--- config.mk ---
export PLATFORM = sky130hd
export DESIGN_NAME = button_press_classifier
export DESIGN_NICKNAME = d
export VERILOG_FILES = /design/src/rtl/button_press_classifier_pkg.sv /design/src/rtl/button_press_classifier_tick_gen.sv /design/src/rtl/button_press_classifier.sv
export SDC_FILE = /design/constraint.sdc
export NUM_CORES = 1
export LEC_CHECK = 0
export BUFFER_PORTS_ARGS = -buffer_cell sky130_fd_sc_hd__buf_2
export CAP_MARGIN = 5
export CORE_MARGIN = 4
export CORE_UTILIZATION = 51
export CTS_CLUSTER_SIZE = 20
export DETAILED_ROUTE_END_ITERATION = 7
export PLACE_DENSITY = 0.76
export SYNTH_ARGS = -nofsm -noshare
export SYNTH_HDL_FRONTEND = slang
export SYNTH_HIERARCHICAL = 1
export SYNTH_SLANG_ARGS = --single-unit
--- constraint.sdc ---
create_clock -name clk -period 3.1 [get_ports clk]
set_input_delay 0.155 -clock clk [delete_from_list [all_inputs] [get_ports clk]]
set_output_delay 0.155 -clock clk [all_outputs]
set_load 0.05 [all_outputs]
--- src/rtl/button_press_classifier_pkg.sv ---
// Shared definitions for the button press classifier: FSM state encoding,
// default 50 MHz timing constants and small elaboration-time helpers.
package button_pkg;

  typedef enum logic [1:0] {
    ST_IDLE    = 2'd0,
    ST_PRESSED = 2'd1,
    ST_LONG    = 2'd2
  } state_e;

  localparam int DEF_TICK_DIV     = 50000;
  localparam int DEF_LONG_TICKS   = 1000;
  localparam int DEF_REPEAT_TICKS = 200;

  function automatic int max_int(input int a, input int b);
    return (a > b) ? a : b;
  endfunction

  // Tick counter must hold the larger threshold without wrapping.
  function automatic int cnt_width(input int long_ticks, input int repeat_ticks);
    return $clog2(max_int(long_ticks, repeat_ticks) + 1);
  endfunction

endpackage

--- src/rtl/button_press_classifier_tick_gen.sv ---
// Free-running prescaler that pulses o_tick once every TICK_DIV clocks.
// A synchronous clear restarts the period so timing can be aligned to an event.
module tick_gen
  import button_pkg::*;
#(
  parameter int TICK_DIV = DEF_TICK_DIV
) (
  input  logic clk,
  input  logic rst_n,
  input  logic i_clr,
  output logic o_tick
);

  localparam int PW = $clog2(TICK_DIV);

  logic [PW-1:0] r_presc;

  assign o_tick = (r_presc == PW'(TICK_DIV - 1));

  // Prescaler: wraps after TICK_DIV-1, clear takes priority over counting.
  always_ff @(posedge clk) begin
    if (!rst_n) begin
      r_presc <= '0;
    end else if (i_clr) begin
      r_presc <= '0;
    end else if (o_tick) begin
      r_presc <= '0;
    end else begin
      r_presc <= r_presc + 1'b1;
    end
  end

endmodule

--- src/rtl/button_press_classifier.sv ---
// Classifies debounced button presses as short or long and emits auto-repeat
// pulses while a long press is held. One instance per button.
module button_press_classifier
  import button_pkg::*;
#(
  parameter int TICK_DIV     = DEF_TICK_DIV,
  parameter int LONG_TICKS   = DEF_LONG_TICKS,
  parameter int REPEAT_TICKS = DEF_REPEAT_TICKS
) (
  input  logic clk,
  input  logic rst_n,
  input  logic i_btn_level,
  input  logic i_btn_down,
  input  logic i_btn_up,
  output logic o_short_press,
  output logic o_long_press,
  output logic o_repeat,
  output logic o_held
);

  localparam int CNT_W   = cnt_width(LONG_TICKS, REPEAT_TICKS);
  localparam int CNT_MAX = max_int(LONG_TICKS, REPEAT_TICKS);

  state_e           r_state;
  state_e           w_next_state;
  logic [CNT_W-1:0] r_cnt;
  logic [CNT_W-1:0] w_cnt_next;
  logic [CNT_W-1:0] w_cnt_inc;
  logic             w_tick;
  logic             w_clr_presc;
  logic             w_short;
  logic             w_long;
  logic             w_repeat;
  logic             r_short;
  logic             r_long;
  logic             r_repeat;
  logic             r_held;

  tick_gen #(
    .TICK_DIV (TICK_DIV)
  ) u_tick_gen (
    .clk    (clk),
    .rst_n  (rst_n),
    .i_clr  (w_clr_presc),
    .o_tick (w_tick)
  );

  // Saturating increment keeps the counter from ever wrapping.
  assign w_cnt_inc = (r_cnt == CNT_W'(CNT_MAX)) ? r_cnt : (r_cnt + 1'b1);

  // Next-state, counter and pulse decode; release beats any coincident threshold.
  always_comb begin
    w_next_state = r_state;
    w_cnt_next   = r_cnt;
    w_clr_presc  = 1'b0;
    w_short      = 1'b0;
    w_long       = 1'b0;
    w_repeat     = 1'b0;
    case (r_state)
      ST_IDLE: begin
        if (i_btn_down) begin
          w_next_state = ST_PRESSED;
          w_cnt_next   = '0;
          w_clr_presc  = 1'b1;
        end else begin
          w_next_state = ST_IDLE;
        end
      end
      ST_PRESSED: begin
        if (w_tick) begin
          w_cnt_next = w_cnt_inc;
        end else begin
          w_cnt_next = r_cnt;
        end
        if (i_btn_up) begin
          w_next_state = ST_IDLE;
          w_short      = 1'b1;
        end else if (w_tick && (r_cnt == CNT_W'(LONG_TICKS - 1))) begin
          w_next_state = ST_LONG;
          w_long       = 1'b1;
          w_cnt_next   = '0;
        end else if (!i_btn_level) begin
          w_next_state = ST_IDLE;
        end else begin
          w_next_state = ST_PRESSED;
        end
      end
      ST_LONG: begin
        if (i_btn_up || !i_btn_level) begin
          w_next_state = ST_IDLE;
        end else if (w_tick && (r_cnt == CNT_W'(REPEAT_TICKS - 1))) begin
          w_repeat   = 1'b1;
          w_cnt_next = '0;
        end else if (w_tick) begin
          w_cnt_next = w_cnt_inc;
        end else begin
          w_cnt_next = r_cnt;
        end
      end
      default: begin
        w_next_state = ST_IDLE;
        w_cnt_next   = '0;
      end
    endcase
  end

  // State, tick counter and registered outputs.
  always_ff @(posedge clk) begin
    if (!rst_n) begin
      r_state  <= ST_IDLE;
      r_cnt    <= '0;
      r_short  <= 1'b0;
      r_long   <= 1'b0;
      r_repeat <= 1'b0;
      r_held   <= 1'b0;
    end else begin
      r_state  <= w_next_state;
      r_cnt    <= w_cnt_next;
      r_short  <= w_short;
      r_long   <= w_long;
      r_repeat <= w_repeat;
      r_held   <= (w_next_state != ST_IDLE);
    end
  end

  assign o_short_press = r_short;
  assign o_long_press  = r_long;
  assign o_repeat      = r_repeat;
  assign o_held        = r_held;

endmodule

Word-level counts from Yosys, hierarchy flattened
Cells that the tools add are included.
Widths: inputs -> output; s select.

word-level totals
  register bits = 32
  word-level logic and storage cells = 50

cells by class
  $add $sub $neg = 2
  eq/ne operators = 8
  multiplexer cells = 19
  bitwise operators = 3
  reductions and logical operators = 11

operators by type and width
  kind                   number
  $mux 10                7
  $pmux 10 s3            1
  $eq 10x10->1 const B   2
  $add 16x1->16 const B  1
  $eq 16x16->1 const B   1
  $add 10x1->10 const B  1
  $eq 10x8->1 const B    1
  $reduce_or 3->1        3
  $mux 1                 7
  $mux 2                 3
  $pmux 2 s3             1
  $ne 2x2->1 const B     2
  $reduce_and 2->1       2
  $not 1->1              3
  $eq 2x1->1 const B     1
  $eq 2x2->1 const B     1
  $logic_and 1x1->1      2
  $logic_not 2->1        1
  $reduce_bool 2->1      1
  $logic_not 1->1        1
  $logic_or 1x1->1       1

Logic depth before layout (Yosys ltp)
Gate-level depths: netlist of the first run.

  depth after elaboration = 6
  gate-level depth with buffers = 9
  depth with buffers taken out = 8

Hierarchy
The synthesis of the first run kept the hierarchy.

by module, submodules not included
  module                   times used  cells an instance  area an instance (um^2)  seq. area each (um^2)
  button_press_classifier  1           120                1003.5                   320.3
  tick_gen                 1           80                 799.5                    320.3

Worst setup path before layout of the first run
OpenSTA, ideal clock, no wires.

  kind = reg2reg
  start = register u_tick_gen.r_presc[0]
  end = register r_cnt[0]
  library setup time = 0.138 ns
  arrival = 2.011 ns
  required time = 2.962 ns
  path slack = 0.951 ns
  stages on the path, launching flop included = 10
  buffers on the path = 1
  period minus slack after synthesis = 2.149 ns
  path through = dfxtp_1 > ha_1 > and3_1 > nand4_2 > inv_1 > and4b_1 > buf_6 > a41oi_4 > o31ai_1 > a21oi_1

between the ends
  word-level cells in the longest chain between the ends = 5

RTL lines
  item                                   line                                                          RTL
  from (decl)                            button_press_classifier_tick_gen.sv:16                        logic [PW-1:0] r_presc;
  from (signal assigned)                 button_press_classifier_tick_gen.sv:29                        r_presc <= r_presc + 1'b1;
  $eq 16x16->1 *                         button_press_classifier_tick_gen.sv:18                        assign o_tick = (r_presc == PW'(TICK_DIV - 1));
  via w_tick                             button_press_classifier.sv:29                                 logic w_tick;
  $mux 10, or another cell as far along  button_press_classifier.sv:70                                 if (w_tick) begin
  $mux 10 (on tied branches)             button_press_classifier.sv:91, button_press_classifier.sv:78
  $mux 10 (on tied branches)             button_press_classifier.sv:89, button_press_classifier.sv:75
  $pmux 10 s3 *                          button_press_classifier.sv:59                                 case (r_state)
  to (signal assigned)                   button_press_classifier.sv:118                                r_cnt <= w_cnt_next;
  to (decl)                              button_press_classifier.sv:26                                 logic [CNT_W-1:0] r_cnt;

The timed path passes the listed nets; every way through them passes the cells marked *. The select of a mux whose other input is x is not followed.
A chain may end at the register's enable or synchronous reset.

Worst setup path after layout of the first run
Ends and elaborated chain as after synthesis.

==> impl_metrics.toml, run 1 <==
[status]
status = "complete, no violations"

[place]
dpl_worst_slack_ns = 0.541
dpl-instance-area_um2 = 1850
gp_congestion = 0.870
placed_cells = 248
io_buffers = 8
place_hpwl_um = 2390

[power]
ir_worst_vdd_v = 0.000218
power_density_nw_per_um2 = 370
power.leakage_nw = 0.626

[drt]
drcViolationCount = 0
wl_um = 3280
first_pass_iters = 4
wl_per_cell_um = 12.8
drtIter0Drc = 80
ant_nets = 0
num_vias = 1421
vias_per_cell = 5.55

[synthesis]
ys_seq_area_frac = 0.355
ys.flop_type = "dfxtp_1"
avgSynthCellArea_um2 = 9.01
synth_area_um2 = 1800
synth_edf_count = 0
synthArstFlopShare = 0
syn-num-nets = 212
syn_inst = 200
synth_seq_cells = 32
yosysWarningCount = 6
synth_cell_type_count = 48

[layout]
layout-drive-gt1-share = 0.171
final_cell_area_um2 = 1910
layout_commonest_cell = "dfxtp_1"
ff_latch_area_um2 = 641
post-route-util = 0.569
layout_common_cells = "32 x dfxtp_1, 22 x nor2_1, 18 x nand2_1, 13 x inv_1, 13 x xnor2_1"
multi_input_area_um2 = 1070
final_nets = 221
final_cells = 256
area_growth_pct = 6.11
antenna_cells_inserted = 0
nFillCells = 333

[min_path]
hp-class = "input port to flip-flop"

[die]
start_util = 0.536
ios = 9
rows = 21
core_um2 = 3360
die_y_um = 67.5
die_x_um = 67.5
dieArea_um2 = 4550

[setup_path]
crit_path_max_incr_delay_ns = 0.55
end_kind = "flip-flop"
worstSetupPathType = "flip-flop to flip-flop"
worstSetupStartpointType = "flip-flop"
crit_arrival_ns = 2.78
crit_fanout = 9
critical_path.cell_chain = "ha_1 > and3_1 > nand4_2 > inv_1 > and4b_1 > a41oi_4 > o31ai_1 > a21oi_1"
r2r_slack_ns = 0.52
slowest_stage = "o31ai_1"
cp.required_ns = 3.30

[sta]
finalHoldViolations = 0
rsz0062_at_grt = "no"
period_minus_slack_ns = 2.58
finalMaxSlewViolations = 0
layout_setup_ws_ns = 0.517
setup_tns_ns = 0
worst_pin_slew_ns = 0.547
setup_viol = 0
fin_crit_sh = 0.833
fin_skew_ns = 0.00638
slew_headroom = 0.632
fmax_mhz = 387

[global_routing]
grt_pass1_vias = 1358
grt_pass1_wl_um = 5950
grt_start_max_net_pins = 17
grt_usage = 0.172
gr-total-overflow = 0
antenna_found_initial = 0

[clock_network]
tritoncts.num_buffers = 5
cts_max_path_buffers = 2
cts_tree = "built"
cts_resized = 0
cts.sinks = 32
htree_levels = 2
clk_pin_slew_ns = 0.09
root_buffer = "clkbuf_4"
clock_latency_ns = 0.33
post_cts.repair.setup_buffers = 0
hold_buffers = 0

[run]
cap_violations = 0
[critical path: cells and delay by family, from the launching register on]
kind / cells / cell delay (ns)
compound gates: 3 / 0.87
flops: 1 / 0.39
buf+inv: 1 / 0.20
fa+ha+maj: 1 / 0.21
simple gates: 3 / 0.76
[Yosys cell counts, types with 3 or more instances]
| cell type | instances | share of area |
|---|---|---|
| a21oi_1 | 6 | 0.017 |
| a31oi_1 | 3 | 0.010 |
| and3_1 | 3 | 0.010 |
| buf_6 | 3 | 0.019 |
| dfxtp_1 | 32 | 0.36 |
| ha_1 | 7 | 0.049 |
| inv_1 | 13 | 0.027 |
| nand2_1 | 18 | 0.037 |
| nand3_1 | 9 | 0.025 |
| nand4_1 | 4 | 0.014 |
| nor2_1 | 22 | 0.046 |
| nor2_2 | 5 | 0.017 |
| nor3_1 | 6 | 0.017 |
| nor4_2 | 5 | 0.035 |
| o211ai_1 | 4 | 0.017 |
| o31ai_1 | 5 | 0.021 |
| xnor2_1 | 13 | 0.063 |
[routing by layer]
layer  up-vias  part of all wire  wire (um)  global-route usage
li1        735                 -          -                   -
met1       661              0.52       1720               0.237
met2        19              0.43       1400               0.248
met3         6             0.032        106              0.0516
met4         0             0.016         53              0.0734
met5         -                 0          0                   0
[power breakdown]
group	total [mW]	leakage, nW	internal [mW]	switching, mW
sequential	0.418	0.259	0.415	0.00314
clock	0.247	0.0326	0.112	0.135
combinational	0.0432	0.334	0.0124	0.0308
total	0.708	0.626	0.539	0.169
[logic make-up after synthesis]
logic type,share of synthesized area
XOR/XNOR,0.0729
buffers and inverters,0.0527
AO/OA/AOI/OAI,0.138
adder cells (fa/ha/maj),0.0486
flip-flops,0.355
AND/OR/NAND/NOR,0.332
[area by class of cell]
class	instances	area share
Timing Repair Buffer	8	0.0209
Clock buffer	8	0.0307
Inverter	13	0.0255
Multi-Input combinational cell	149	0.558
Sequential cell	32	0.335
Tap cell	46	0.0301
[worst paths after layout]
kind                               from                    end  depth (start not counted)
setup / recovery  u_tick_gen/r_presc[0]               r_cnt[0]                          8
hold / removal                    rst_n               o_repeat                          3
setup reg to reg  u_tick_gen/r_presc[0]               r_cnt[0]                          8
hold reg to reg   u_tick_gen/r_presc[0]  u_tick_gen/r_presc[0]                          1
[state kept, by name, indices dropped and copies added, names as in the netlist]
register            cells
o_short_press           1
u_tick_gen/r_presc     16
r_state                 2
o_held                  1
o_long_press            1
o_repeat                1
r_cnt                  10
[metrics by stage]
step,hold slack (ns),power (mW)
global route,0.170,0.741
global placement,0.461,0.470
CTS,0.167,0.717
finish,0.182,0.708
floorplan,0.333,0.461
detailed placement,0.468,0.471
Note: power is estimated with default switching activity, not from simulation.
==> inputs of run 2 (changes only) <==
==> constraint.sdc (replaced) <==
create_clock -name clk -period 2.6 [get_ports clk]
set_input_delay 0.13 -clock clk [delete_from_list [all_inputs] [get_ports clk]]
set_output_delay 0.13 -clock clk [all_outputs]
set_load 0.05 [all_outputs]
==> run 2 against run 1 <==
Fmax up 9.7%. Critical endpoint is now r_cnt[1]. Final area up 0.46%. Critical path type unchanged. Core utilization up 0.26 points. Clock-buffer cell count unchanged. Non-clock buffer count up 1. Combinational power up 22%. Setup slack worse by 0.27 ns. Largest power group unchanged. Final cell count up 0.39%.
==> impl_metrics.toml, run 2 (synthesis results as in run 1) <==
[status]
status = "complete, no violations"

[global_routing]
grt_pass1_wl_um = 5930
grt_pass1_vias = 1371
gr-total-overflow = 0
met3_usage = 0.0466
met1_usage = 0.227
met2_usage = 0.254
grt_usage = 0.168
antenna_found_initial = 0
grt_busiest_layer = "met2"
grt_start_max_net_pins = 17

[setup_path]
end_kind = "flip-flop"
cp.required_ns = 2.80
cp-endpoint = "r_cnt[1]"
worstSetupStartpointType = "flip-flop"
reg2reg_to = "r_cnt[1]"
crit_path_max_incr_delay_ns = 0.39
r2r_slack_ns = 0.25
critical_path.cell_chain = "ha_1 > and3_1 > nand4_2 > inv_1 > and4b_2 > a41oi_4 > o31ai_1 > buf_4 > a21oi_1"
reg2reg_depth = 9
crit_arrival_ns = 2.56
worstSetupPathType = "flip-flop to flip-flop"
crit_fanout = 9
startpoint = "u_tick_gen/r_presc[0]"
crit-reg2reg-launch = "u_tick_gen/r_presc[0]"
slowest_stage = "dfxtp_1"

[drt]
wl_um = 3270
drtIter0Drc = 177
ant_nets = 0
first_pass_iters = 4
wl_per_cell_um = 12.7
drcViolationCount = 0
num_vias = 1456
vias_per_cell = 5.67

[layout]
layout-drive-gt1-share = 0.180
top_regs = "u_tick_gen/r_presc (16), r_cnt (10), r_state (2)"
largest_register_ffs = 16
final_cells = 257
area_growth_pct = 6.59
layout_commonest_cell = "dfxtp_1"
layout_common_cells = "32 x dfxtp_1, 22 x nor2_1, 18 x nand2_1, 13 x inv_1, 13 x xnor2_1"
antenna_cells_inserted = 0
final_nets = 222
regMostFlops = "u_tick_gen/r_presc"

[sta]
finalMaxSlewViolations = 0
worst_pin_slew_ns = 0.525
setup_viol = 0
fmax_mhz = 425
period_minus_slack_ns = 2.35
fin_skew_ns = 0.00597
setup_tns_ns = 0
slew_headroom = 0.650
hold_ws_ns = 0.158
rsz0062_at_grt = "no"
fin_crit_sh = 0.906
finalHoldViolations = 0

[clock_network]
post_cts.repair.setup_buffers = 0
cts.sinks = 32
root_buffer = "clkbuf_4"
cts_max_path_buffers = 2
clock_latency_ns = 0.31
tritoncts.num_buffers = 5
cts_tree = "built"
clk_pin_slew_ns = 0.09
htree_levels = 2

[power]
power.leakage_nw = 0.629
pwr-share-clk = 0.340
power_density_nw_per_um2 = 435
power_mw = 0.835
pwr-share-seq = 0.597
switchingPower_mw = 0.191
swShare = 0.229
internal-power_mw = 0.644
p_comb_frac = 0.063
ir_worst_vdd_v = 0.000319

[place]
io_buffers = 8
placed_cells = 249
gp_congestion = 0.855
place_hpwl_um = 2390

[min_path]
hp-class = "input port to flip-flop"

[die]
start_util = 0.536
die_y_um = 67.5
ios = 9
rows = 21
die_x_um = 67.5
dieArea_um2 = 4550
core_um2 = 3360

[run]
cap_violations = 0
run 2: routing by layer:
| metal | vias up | wire [um] |
|---|---|---|
| li1 | 740 | - |
| met1 | 663 | 1620 |
| met2 | 47 | 1420 |
| met3 | 6 | 192 |
| met4 | 0 | 40 |
| met5 | - | 0 |
run 2: critical path: cells and delay by family, from the launching register on:
family                   cells  cell delay [ns]
AND/OR/NAND/NOR              3             0.72
AO/OA/AOI/OAI                3             0.56
flip-flops                   1             0.39
buffers and inverters        2             0.35
adder cells (fa/ha/maj)      1             0.22
run 2: stage by stage:
| step | area [um^2] | utilization | worst slack [ns] |
|---|---|---|---|
| after floorplan | 1800 | - | 0.451 |
| after global placement | 1860 | 0.554 | 0.293 |
| after detailed placement | 1860 | 0.554 | 0.192 |
| after CTS | 1920 | 0.571 | 0.176 |
| after global routing | 1920 | 0.571 | 0.0198 |
| final | 1920 | 0.571 | 0.245 |
run 2: area by class of cell:
class,count,area (um^2)
multi-input cells,149,1070
fillers,336,1440
flip-flops and latches,32,641
inverters,13,48.8
repair buffers,9,47.5
well taps,46,57.6
clock buffers,8,58.8
run 2: repair_timing:
action	in CTS	in global routing
hold buffers	0	0
gates resized for setup	0	1
hold endpoints to repair	0	0
setup endpoints to repair	0	4
run 2: how the worst min path moves through the flow:
stage                     depth (start not counted)                      to  slack [ns]                   from
final                                             3                o_repeat        0.16                  rst_n
after global routing                              3           o_short_press        0.17               i_btn_up
after CTS                                         3                o_repeat        0.14                  rst_n
after detailed placement                          1   u_tick_gen/r_presc[0]        0.46  u_tick_gen/r_presc[0]
after global placement                            1   u_tick_gen/r_presc[0]        0.46  u_tick_gen/r_presc[0]
after floorplan                                   2  u_tick_gen/r_presc[15]        0.31                  rst_n
run 2: power groups by stage:
stage	combinational [mW]	clock [mW]	sequential (mW)
final	0.0529	0.284	0.498
after global routing	0.0580	0.318	0.500
after CTS	0.0531	0.297	0.498
after detailed placement	0.0530	0	0.510
after global placement	0.0527	0	0.509
after floorplan	0.0350	0	0.514
